[src/rtl/multicycle_ctrl.sv]
// multicycle_ctrl: RV32I multi-cycle control unit.
// Sequences one instruction through FETCH/DECODE/EXEC/MEM/WB and drives every
// datapath select. Outputs are combinational from the state and the IR.
// Optional build macro CTRL_PERF_CNT_EN adds cycle_cnt / instret_cnt outputs.
module multicycle_ctrl (
  input  logic        clk,
  input  logic        rst_n,
  input  logic [31:0] instr,
  input  logic        imem_ready,
  input  logic        dmem_ready,
  input  logic        br_equal,
  input  logic        br_less,
  output logic        imem_req,
  output logic        ir_en,
  output logic        opa_sel,
  output logic        opb_sel,
  output logic [3:0]  alu_op,
  output logic        br_unsigned,
  output logic        dmem_req,
  output logic        dmem_wren,
  output logic        rd_wren,
  output logic [1:0]  wb_sel,
  output logic        pc_en,
  output logic        pc_sel,
  output logic        illegal
`ifdef CTRL_PERF_CNT_EN
  ,
  output logic [31:0] cycle_cnt,
  output logic [31:0] instret_cnt
`endif
);

  typedef enum logic [2:0] {
    S_FETCH,
    S_DECODE,
    S_EXEC,
    S_MEM,
    S_WB
  } state_t;

  typedef enum logic [3:0] {
    C_R,
    C_I,
    C_LOAD,
    C_STORE,
    C_LUI,
    C_AUIPC,
    C_JAL,
    C_JALR,
    C_BRANCH,
    C_ILL
  } cls_t;

  typedef enum logic [3:0] {
    ALU_ADD   = 4'd0,
    ALU_SUB   = 4'd1,
    ALU_SLL   = 4'd2,
    ALU_SLT   = 4'd3,
    ALU_SLTU  = 4'd4,
    ALU_XOR   = 4'd5,
    ALU_SRL   = 4'd6,
    ALU_SRA   = 4'd7,
    ALU_OR    = 4'd8,
    ALU_AND   = 4'd9,
    ALU_PASSB = 4'd10
  } alu_t;

  state_t     state, state_nxt;
  cls_t       cls;
  alu_t       x_alu;
  logic       x_opa;
  logic       x_opb;
  logic       taken;
  logic [2:0] funct3;
  logic       is_jump;
  logic       unused_instr_bits;

  assign funct3            = instr[14:12];
  assign is_jump           = (cls == C_JAL) || (cls == C_JALR);
  assign unused_instr_bits = ^{instr[31], instr[29:15], instr[11:7]};

  // Opcode classification; LOAD/STORE/BRANCH with non-RV32I funct3 are illegal.
  always_comb begin
    cls = C_ILL;
    case (instr[6:0])
      7'b0110011: cls = C_R;
      7'b0010011: cls = C_I;
      7'b0000011: cls = (funct3 == 3'b011 || funct3 == 3'b110 || funct3 == 3'b111)
                        ? C_ILL : C_LOAD;
      7'b0100011: cls = funct3[2] || (funct3 == 3'b011) ? C_ILL : C_STORE;
      7'b0110111: cls = C_LUI;
      7'b0010111: cls = C_AUIPC;
      7'b1101111: cls = C_JAL;
      7'b1100111: cls = C_JALR;
      7'b1100011: cls = (funct3 == 3'b010 || funct3 == 3'b011) ? C_ILL : C_BRANCH;
      default:    cls = C_ILL;
    endcase
  end

  // ALU operand and operation selects shared by EXEC and MEM.
  always_comb begin
    x_opa = (cls == C_AUIPC) || (cls == C_JAL) || (cls == C_BRANCH);
    x_opb = (cls != C_R);
    x_alu = ALU_ADD;
    if (cls == C_LUI) begin
      x_alu = ALU_PASSB;
    end else if (cls == C_R || cls == C_I) begin
      case (funct3)
        3'b000:  x_alu = (cls == C_R && instr[30]) ? ALU_SUB : ALU_ADD;
        3'b001:  x_alu = ALU_SLL;
        3'b010:  x_alu = ALU_SLT;
        3'b011:  x_alu = ALU_SLTU;
        3'b100:  x_alu = ALU_XOR;
        3'b101:  x_alu = instr[30] ? ALU_SRA : ALU_SRL;
        3'b110:  x_alu = ALU_OR;
        default: x_alu = ALU_AND;
      endcase
    end
  end

  // Branch-taken decision from comparator flags.
  always_comb begin
    taken = 1'b0;
    case (funct3)
      3'b000:          taken = br_equal;
      3'b001:          taken = !br_equal;
      3'b100, 3'b110:  taken = br_less;
      3'b101, 3'b111:  taken = !br_less;
      default:         taken = 1'b0;
    endcase
  end

  // Next-state and output decode.
  always_comb begin
    state_nxt   = state;
    imem_req    = 1'b0;
    ir_en       = 1'b0;
    opa_sel     = 1'b0;
    opb_sel     = 1'b0;
    alu_op      = ALU_ADD;
    br_unsigned = 1'b0;
    dmem_req    = 1'b0;
    dmem_wren   = 1'b0;
    rd_wren     = 1'b0;
    wb_sel      = 2'd0;
    pc_en       = 1'b0;
    pc_sel      = 1'b0;
    illegal     = 1'b0;
    case (state)
      S_FETCH: begin
        imem_req = 1'b1;
        if (imem_ready) begin
          ir_en     = 1'b1;
          state_nxt = S_DECODE;
        end
      end
      S_DECODE: begin
        if (cls == C_ILL) begin
          illegal   = 1'b1;
          pc_en     = 1'b1;
          state_nxt = S_FETCH;
        end else begin
          state_nxt = S_EXEC;
        end
      end
      S_EXEC: begin
        opa_sel = x_opa;
        opb_sel = x_opb;
        alu_op  = x_alu;
        case (cls)
          C_BRANCH: begin
            br_unsigned = funct3[1];
            pc_en       = 1'b1;
            pc_sel      = taken;
            state_nxt   = S_FETCH;
          end
          C_JAL, C_JALR: begin
            pc_en     = 1'b1;
            pc_sel    = 1'b1;
            state_nxt = S_WB;
          end
          C_LOAD, C_STORE: state_nxt = S_MEM;
          C_ILL:           state_nxt = S_FETCH;
          default:         state_nxt = S_WB;
        endcase
      end
      S_MEM: begin
        opa_sel   = x_opa;
        opb_sel   = x_opb;
        alu_op    = x_alu;
        dmem_req  = 1'b1;
        dmem_wren = (cls == C_STORE);
        if (dmem_ready) begin
          if (cls == C_STORE) begin
            pc_en     = 1'b1;
            state_nxt = S_FETCH;
          end else begin
            state_nxt = S_WB;
          end
        end
      end
      S_WB: begin
        rd_wren   = 1'b1;
        wb_sel    = (cls == C_LOAD) ? 2'd1 : (is_jump ? 2'd2 : 2'd0);
        pc_en     = !is_jump;
        state_nxt = S_FETCH;
      end
      default: state_nxt = S_FETCH;
    endcase
  end

  // State register with synchronous active-low reset.
  always_ff @(posedge clk) begin
    if (!rst_n) state <= S_FETCH;
    else        state <= state_nxt;
  end

`ifdef CTRL_PERF_CNT_EN
  // Free-running cycle counter and retired-instruction counter (illegal excluded).
  always_ff @(posedge clk) begin
    if (!rst_n) begin
      cycle_cnt   <= '0;
      instret_cnt <= '0;
    end else begin
      cycle_cnt <= cycle_cnt + 32'd1;
      if (pc_en && !illegal) instret_cnt <= instret_cnt + 32'd1;
    end
  end
`endif

endmodule

[config.mk]
export PLATFORM = sky130hd
export DESIGN_NAME = multicycle_ctrl
export DESIGN_NICKNAME = d
export VERILOG_FILES = /design/src/rtl/multicycle_ctrl.sv
export SDC_FILE = /design/constraint.sdc
export NUM_CORES = 1
export LEC_CHECK = 0
export ABC_CLOCK_PERIOD_IN_PS = 3090
export BUFFER_PORTS_ARGS = -buffer_cell sky130_fd_sc_hd__buf_2
export CORE_MARGIN = 2
export CORE_UTILIZATION = 38
export CTS_BUF_LIST = sky130_fd_sc_hd__clkbuf_16
export CTS_CLUSTER_DIAMETER = 40
export DETAILED_ROUTE_END_ITERATION = 12
export HOLD_SLACK_MARGIN = 0.03
export PLACE_DENSITY_LB_ADDON = 0.15
export SLEW_MARGIN = 0
export SYNTH_ARGS = -nofsm -noshare
export SYNTH_HDL_FRONTEND = slang
export SYNTH_SLANG_ARGS = --single-unit
[constraint.sdc]
create_clock -name clk -period 3.09 [get_ports clk]
set_input_delay 0.618 -clock clk [delete_from_list [all_inputs] [get_ports clk]]
set_output_delay 0.618 -clock clk [all_outputs]
set_load 0.03 [all_outputs]
======== Yosys cells after proc, flatten, opt, wreduce, memory -nomap -nowiden ========
Index checks and enable logic that the tools add are counted.
word-level totals
  bits in registers ....................... 3
  bits in latches ......................... 0
  RAM bits ................................ 0
  ROM bits ................................ 0
  input port bits ......................... 38
  output and inout bits ................... 17
  memories ................................ 0
operators by class
  add/subtract/negate cells ............... 0
  $mul .................................... 0
  div/mod/pow operators ................... 0
  $lt $le $gt $ge ......................... 0
  eq/ne operators ......................... 31
  shifts and indexed selects .............. 0
  multiplexer cells ....................... 38
  bitwise gates (word level) .............. 0
  reduce and logical (&&, ||, !) cells .... 24
operator list
  kind                  count
  $pmux W4 S9           1
  $pmux W4 S7           1
  $eq A7 B6 Y1 const B  3
  $eq A7 B7 Y1 const B  3
  $mux W4               5
  $mux W1               19
  $eq A4 B3 Y1 const B  4
  $eq A3 B3 Y1 const B  5
  $eq A7 B5 Y1 const B  2
  $eq A3 B2 Y1 const B  4
  $pmux W3 S4           1
  $reduce_or A2 Y1      6
  $mux W3               3
  $eq A4 B2 Y1 const B  2
  $eq A4 B4 Y1 const B  2
  $logic_or A1 B1 Y1    8
  $mux W2               4
  $pmux W1 S4           2
  $eq A7 B2 Y1 const B  1
  $eq A3 B1 Y1 const B  2
  $logic_not A3 Y1      2
  $pmux W3 S2           1
  $eq A4 B1 Y1 const B  1
  $logic_not A4 Y1      1
  other kinds (7)       10

======== Longest topological paths before layout ========
Gate-level depths: netlist of the first run.
  depth in word-level cells ............... 12
  depth in mapped cells ................... 8
  depth with buffers taken out ............ 6

======== Least setup slack after synthesis of the first run ========
OpenSTA, ideal clock, no wires.
  kind .................................... input to output
  start point ............................. input instr[1]
  end point ............................... output br_unsigned
  arrival ................................. 2.658 ns
  setup slack ............................. -0.186 ns
  stages on the path ...................... 4
  path through ............................ nand2_2 > or3_4 > or4_2 > nor4_1
on the way
  word-level cells in the longest chain between the ends .. 5
  elaborated cells on any way between the ends .. 13
  classes of those cells .................. 10 x eq/ne; 3 x mux
RTL lines
  element                               RTL line  RTL
  start, declared                       8         input logic [31:0] instr,
  $eq A7 B7 Y1 (tied with other cells)  85        case (instr[6:0])
  $pmux W4 S9 (*)                       85
  $eq A4 B4 Y1 (*)                      170       case (cls)
  $mux W1 (*)                           170
  $mux W1 (*)                           149       case (state)
  end, declared                         18        output logic br_unsigned,
Mark *: on every way between the ends. The rest lies on a longest branch, timed or not.

======== Worst setup path after layout of the first run ========
  start point ............................. input instr[3]
  end point ............................... output pc_sel
on the way
  word-level cells in the longest chain between the ends .. 6
  elaborated cells on any way between the ends .. 16
  classes of those cells .................. 12 x eq/ne; 3 x mux; 1 x reduce/logical
RTL lines
  element                               RTL line  RTL
  $eq A7 B7 Y1 (tied with other cells)  85
  $pmux W4 S9 (*)                       85
  $eq A4 B3 Y1                          170
  $reduce_or A2 Y1                      n/a
  $pmux W1 S2 (*)                       170
  $mux W1 (*)                           149
  end, declared                         24        output logic pc_sel,
Marked as above.

==> flow_metrics.tcl, run 1 <==
set metrics [dict create \
    fin_util 0.614 \
    period_share 0.992 \
    rsz0062_at_grt "true" \
    antenna_found_initial 0 \
    power_density_nw_per_um2 310 \
    slew_violations 0 \
    yosysWarnings 0 \
    start_kind "input pin" \
    hpwl_um 1610 \
    numPortBuffers 33 \
    insertion_delay_ns 0.23 \
    largest-register "state" \
    grt_pass1_wl_um 3170 \
    worstPathCellList "buf_2 > or3_4 > or4_4 > or4_4 > a21oi_2 > buf_6" \
    h-tree-depth 1 \
    fp.dieW_um 46.2 \
    synth_simple_gate_area_frac 0.570 \
    final_cell_mix "buf_2 (30), nor2_1 (12), buf_4 (12), nand2_1 (11), a21oi_1 (9)" \
    p_sw_frac 0.258 \
    layout-drive-gt1-share 0.436 \
    grt_use_met1 0.241 \
    synth_top_family_by_area "simple AND/OR/NAND/NOR gates" \
    cts_root_buf "clkbuf_16" \
    hold_slack_ns 0.594 \
    cts_tree "yes" \
    worst-r2r-setup-slack_ns 1.71 \
    synth_fp_nets 146 \
    endpoint "pc_sel" \
    ys_types 45 \
    placementRows 15 \
    ant_nets 0 \
    hold_viol_final 0 \
    synth_top_area_share 0.0889 \
    core_um2 1710 \
    placed_area_um2 908 \
    wirelength_um 2160 \
    relSlewSlack 0.743 \
    endpoint_kind "primary output" \
    grt_use_met3 0.0275 \
    place_inst 168 \
    layout_commonest_cell "buf_2" \
    startpoint "instr[3]" \
    place_congestion 0.834 \
    yosysTopAreaCell "dfxtp_1" \
    cp_max_fo 3 \
    slowest_stage "or4_4" \
    fillCellCount 157 \
    grt_pass1_vias 782 \
    initialDrtViolationCount 20 \
    p_leak_nw 0.477 \
    clock_sinks 3 \
    ys_top_cells_by_area "dfxtp_1 (8.9%), a21oi_1 (8.1%), nor2_1 (6.7%), nand2_1 (6.1%), nand2b_1 (5.6%)" \
    fin_nets 188 \
    cap_violations 0 \
    finClkSkew_ns 0.000131 \
    first_pass_iters 4 \
    p_sw_w 0.0000840 \
    setup_violations 0 \
    synthAdderAreaFrac 0 \
    reg_top3 "state (3)" \
    synth_compound_gate_area_share 0.237 \
    largest_reg_flops 3 \
    min_period_ns 3.07 \
    area_growth_pct 55.2 \
    crit_type "input pin to primary output" \
    yosysSeqAreaShare 0.0889 \
    reg2reg_from "state[0]" \
    grt.total_usage 0.205 \
    io_pins 55 \
    stdcell_area_um2 1050 \
    muxShareOfSynthArea 0.0148 \
    tightest_slew_ns 0.385 \
    async_reset_ff_frac 0 \
    cts_buffers 3 \
    use_met2 0.358 \
    hp-class "flip-flop to flip-flop" \
    synth_edf_count 0 \
    path_clk_slew_ns 0.03 \
    path_delay_family "simple AND/OR/NAND/NOR gates" \
    synth_ff_type "dfxtp_1" \
    start_util 0.396 \
    seqPwrFrac 0.130 \
    netlist_instances 108 \
    cp.required_ns 2.47 \
    power.total_w 0.000325 \
    r2r_cells 2 \
    overflow 0 \
    grt_max_degree 14 \
    route.detailed.drc 0 \
    irDropWorstVdd_mv 0.183 \
    netlist_area_um2 676 \
    fin_cells 174 \
    combinationalPowerShare 0.236 \
    cpMostUsedCell "or4_4" \
    die_h_um 46.2 \
    busiest_layer "met2" \
    p_int_w 0.000241 \
    cp.arrival_ns 2.45 \
    synth_xor_area_frac 0 \
    vias_per_cell 5.41 \
    ys_ff_latch 3 \
    syn_avg_cell_area_um2 6.26 \
    die-area_um2 2130 \
    slowest_delay_ns 0.53 \
    r2r_end "state[1]" \
    timing.fmax_mhz 326 \
    drt-wirelength-per-cell_um 12.4 \
    cp_num_buf_inv 2 \
    clock_path_buffers 2 \
    clkPwrFrac 0.634 \
    diodes 0 \
    vias 941 \
    crit_cells 6 \
    run_status "finished clean" \
]
## through the flow
stage                     setup WS (ns)  setup TNS, ns
after floorplan                 0.00676              0
after global placement          -0.0804        -0.0804
after detailed placement        -0.0872        -0.0960
after CTS                       0.00952              0
after global routing            -0.0208        -0.0208
final                            0.0238              0
## area by class of cell
type | count | area, um^2 | area share
Inverter | 5 | 18.8 | 0.0179
Tap cell | 25 | 31.3 | 0.0298
Clock inverter | 1 | 3.75 | 0.00358
Multi-Input combinational cell | 93 | 597 | 0.569
Timing Repair Buffer | 44 | 263 | 0.251
Sequential cell | 3 | 60.1 | 0.0573
Clock buffer | 3 | 75.1 | 0.0716
## cell usage after synthesis, types with 3 or more instances
master and instances:
a21oi_1 11, and2_1 3, dfxtp_1 3, inv_1 5, nand2_1 11, nand2b_1 6
nor2_1 12, nor3_1 6, o21ai_0 6
## cell families (layout without fill, tap and decap cells)
group / after synthesis / count (layout)
AOI/OAI and AO/OA: 26 / 26
muxes: 1 / 1
and+or+nand+nor: 66 / 66
buffers and inverters: 12 / 53
DFF: 3 / 3
## worst min-delay path: cells and delay by family (launching register included)
family | cells | cell delay [ns]
flops | 1 | 0.38
compound gates | 1 | 0.06
simple gates | 1 | 0.11
## power groups by stage
stage | sequential, W | clock, W | combinational [W]
final | 0.0000424 | 0.000206 | 0.0000767
after CTS | 0.0000423 | 0.000208 | 0.0000723
after floorplan | 0.0000409 | 0 | 0.0000446
after detailed placement | 0.0000428 | 0 | 0.0000712
after global placement | 0.0000427 | 0 | 0.0000697
after global routing | 0.0000426 | 0.000211 | 0.0000846
## worst min path at each step
stage             start  endpoint  slack, ns  cells past startpoint
4_1_cts        state[1]  state[0]       0.59                      2
2_1_floorplan  state[0]  state[1]       0.59                      2
5_1_grt        state[1]  state[1]       0.63                      2
3_5_place_dp   state[1]  state[0]       0.58                      2
6_report       state[1]  state[0]       0.59                      2
3_3_place_gp   state[1]  state[0]       0.58                      2
## timing repair
item	4_1_cts	5_1_grt
endpoints found under the hold margin	0	0
endpoints found under the setup margin	2	3
gates cloned	0	0
resized for setup	4	10
hold buffers	0	0
setup buffers	0	2
pin swaps	2	2
## metal layers
metal,share of wire,vias up
li1,-,475
met1,0.46,430
met2,0.48,32
met3,0.048,4
met4,0.020,0
met5,0,-
Power figures use the tool's default switching activity.
==> run 2: changes to the inputs <==
RECOVER_POWER = 100   (was default)
==> flow_metrics.tcl, run 2 (synthesis results as in run 1) <==
set metrics [dict create \
    run_status "finished clean" \
    relSlewSlack 0.741 \
    place_congestion 0.834 \
    cp.arrival_ns 2.45 \
    reg2reg_from "state[0]" \
    slew_violations 0 \
    clkPwrFrac 0.636 \
    clock_path_buffers 2 \
    cts_root_buf "clkbuf_16" \
    start_util 0.396 \
    cts_buffers 3 \
    hp-start "state[1]" \
    seqPwrFrac 0.131 \
    combinationalPowerShare 0.233 \
    hold_path_end "state[0]" \
    layout-drive-gt1-share 0.389 \
    power_density_nw_per_um2 313 \
    p_leak_nw 0.453 \
    grt_pass1_wl_um 3170 \
    cp.required_ns 2.47 \
    core_um2 1710 \
    finClkSkew_ns 0.000131 \
    path_clk_slew_ns 0.03 \
    area_growth_pct 53.1 \
    p_sw_w 0.0000840 \
    worst-r2r-setup-slack_ns 1.71 \
    cp_max_fo 3 \
    hp-class "flip-flop to flip-flop" \
    ant_nets 0 \
    largest-register "state" \
    initialDrtViolationCount 13 \
    largest_reg_flops 3 \
    wirelength_um 2160 \
    ctsHoldBuffers 0 \
    antenna_found_initial 0 \
    die-area_um2 2130 \
    layout_commonest_cell "buf_2" \
    placementRows 15 \
    clock_sinks 3 \
    setup_tns_ns 0 \
    hold_viol_final 0 \
    rsz0062_at_grt "true" \
    vias 930 \
    irDropWorstVdd_mv 0.183 \
    route.detailed.drc 0 \
    placed_area_um2 908 \
    hpwl_um 1610 \
    p_int_w 0.000240 \
    reg_top3 "state (3)" \
    cts_tree "yes" \
    hold_depth 2 \
    fin_nets 188 \
    fp.dieW_um 46.2 \
    io_pins 55 \
    endpoint_kind "primary output" \
    vias_per_cell 5.34 \
    stdcell_area_um2 1030 \
    die_h_um 46.2 \
    drt-wirelength-per-cell_um 12.4 \
    overflow 0 \
    h-tree-depth 1 \
    cap_violations 0 \
    diodes 0 \
    final_cell_mix "buf_2 (25), nor2_1 (12), nand2_1 (11), buf_4 (11), a21oi_1 (9)" \
    crit_type "input pin to primary output" \
    min_period_ns 3.07 \
    p_sw_frac 0.259 \
    timing.fmax_mhz 326 \
    numPortBuffers 33 \
    grt_max_degree 14 \
    period_share 0.992 \
    setup_violations 0 \
    grt.total_usage 0.205 \
    grt_pass1_vias 782 \
    r2r_end "state[1]" \
    r2r_cells 2 \
    start_kind "input pin" \
    tightest_slew_ns 0.388 \
    hold_slack_ns 0.596 \
    insertion_delay_ns 0.23 \
    first_pass_iters 4 \
]
run 2: cell count changes in the layout (fill, tap and decap cells not counted):
cell / previous run / this run
clkbuf_1: 0 / 6
buf_2: 30 / 25
buf_4: 12 / 11
or4_1: 0 / 1
or4_4: 3 / 2
run 2: what timing repair did:
action | 4_1_cts | 5_1_grt
setup buffers | 0 | 2
pin swaps | 2 | 2
endpoints found under the hold margin | 0 | 0
resized for setup | 4 | 10
setup endpoints to repair | 2 | 3
run 2: power groups by stage:
stage	clock network, W	registers, W	logic [W]
6_report	0.000206	0.0000425	0.0000753
5_1_grt	0.000211	0.0000426	0.0000831
4_1_cts	0.000208	0.0000423	0.0000723
3_5_place_dp	0	0.0000428	0.0000712
3_3_place_gp	0	0.0000427	0.0000697
2_1_floorplan	0	0.0000409	0.0000446
run 2: critical path, cell delays in order:
cell and delay (ns):
buf_2 0.10, or3_4 0.39, or4_4 0.53, or4_4 0.49, a21oi_2 0.16, buf_6 0.15
run 2: stage by stage:
stage               instances   util  total power [W]  worst slack, ns
floorplan                 108      -        0.0000855          0.00676
global placement          168  0.532         0.000112          -0.0804
detailed placement        168  0.532         0.000114          -0.0872
CTS                       172  0.585         0.000322          0.00952
global route              174  0.606         0.000337          -0.0227
finish                    174  0.606         0.000324           0.0243
run 2: how the worst max path moves through the flow:
| stage | start | endpoint | slack, ns | cells past startpoint |
|---|---|---|---|---|
| 4_1_cts | instr[3] | pc_en | 0.01 | 7 |
| 2_1_floorplan | instr[6] | wb_sel[0] | 0.007 | 4 |
| 3_5_place_dp | instr[3] | pc_sel | -0.09 | 6 |
| 6_report | instr[3] | pc_sel | 0.02 | 6 |
| 3_3_place_gp | instr[3] | pc_sel | -0.08 | 6 |
| 5_1_grt | instr[2] | pc_sel | -0.02 | 9 |
run 2: metal layers:
metal	vias up	GRT usage	part of all wire	wire length [um]
met2	30	0.358	0.47	1010
met5	-	0	0	0
met1	423	0.241	0.47	1010
li1	473	-	-	-
met4	0	0.103	0.020	43
met3	4	0.0275	0.044	96
run 2: area by class of cell:
type,count,area (um^2)
tap,25,31.3
inverter,5,18.8
sequential,3,60.1
clock buffer,3,75.1
fill,166,673
timing repair buffer,44,253
multi-input combinational,93,593
clock inverter,1,3.75
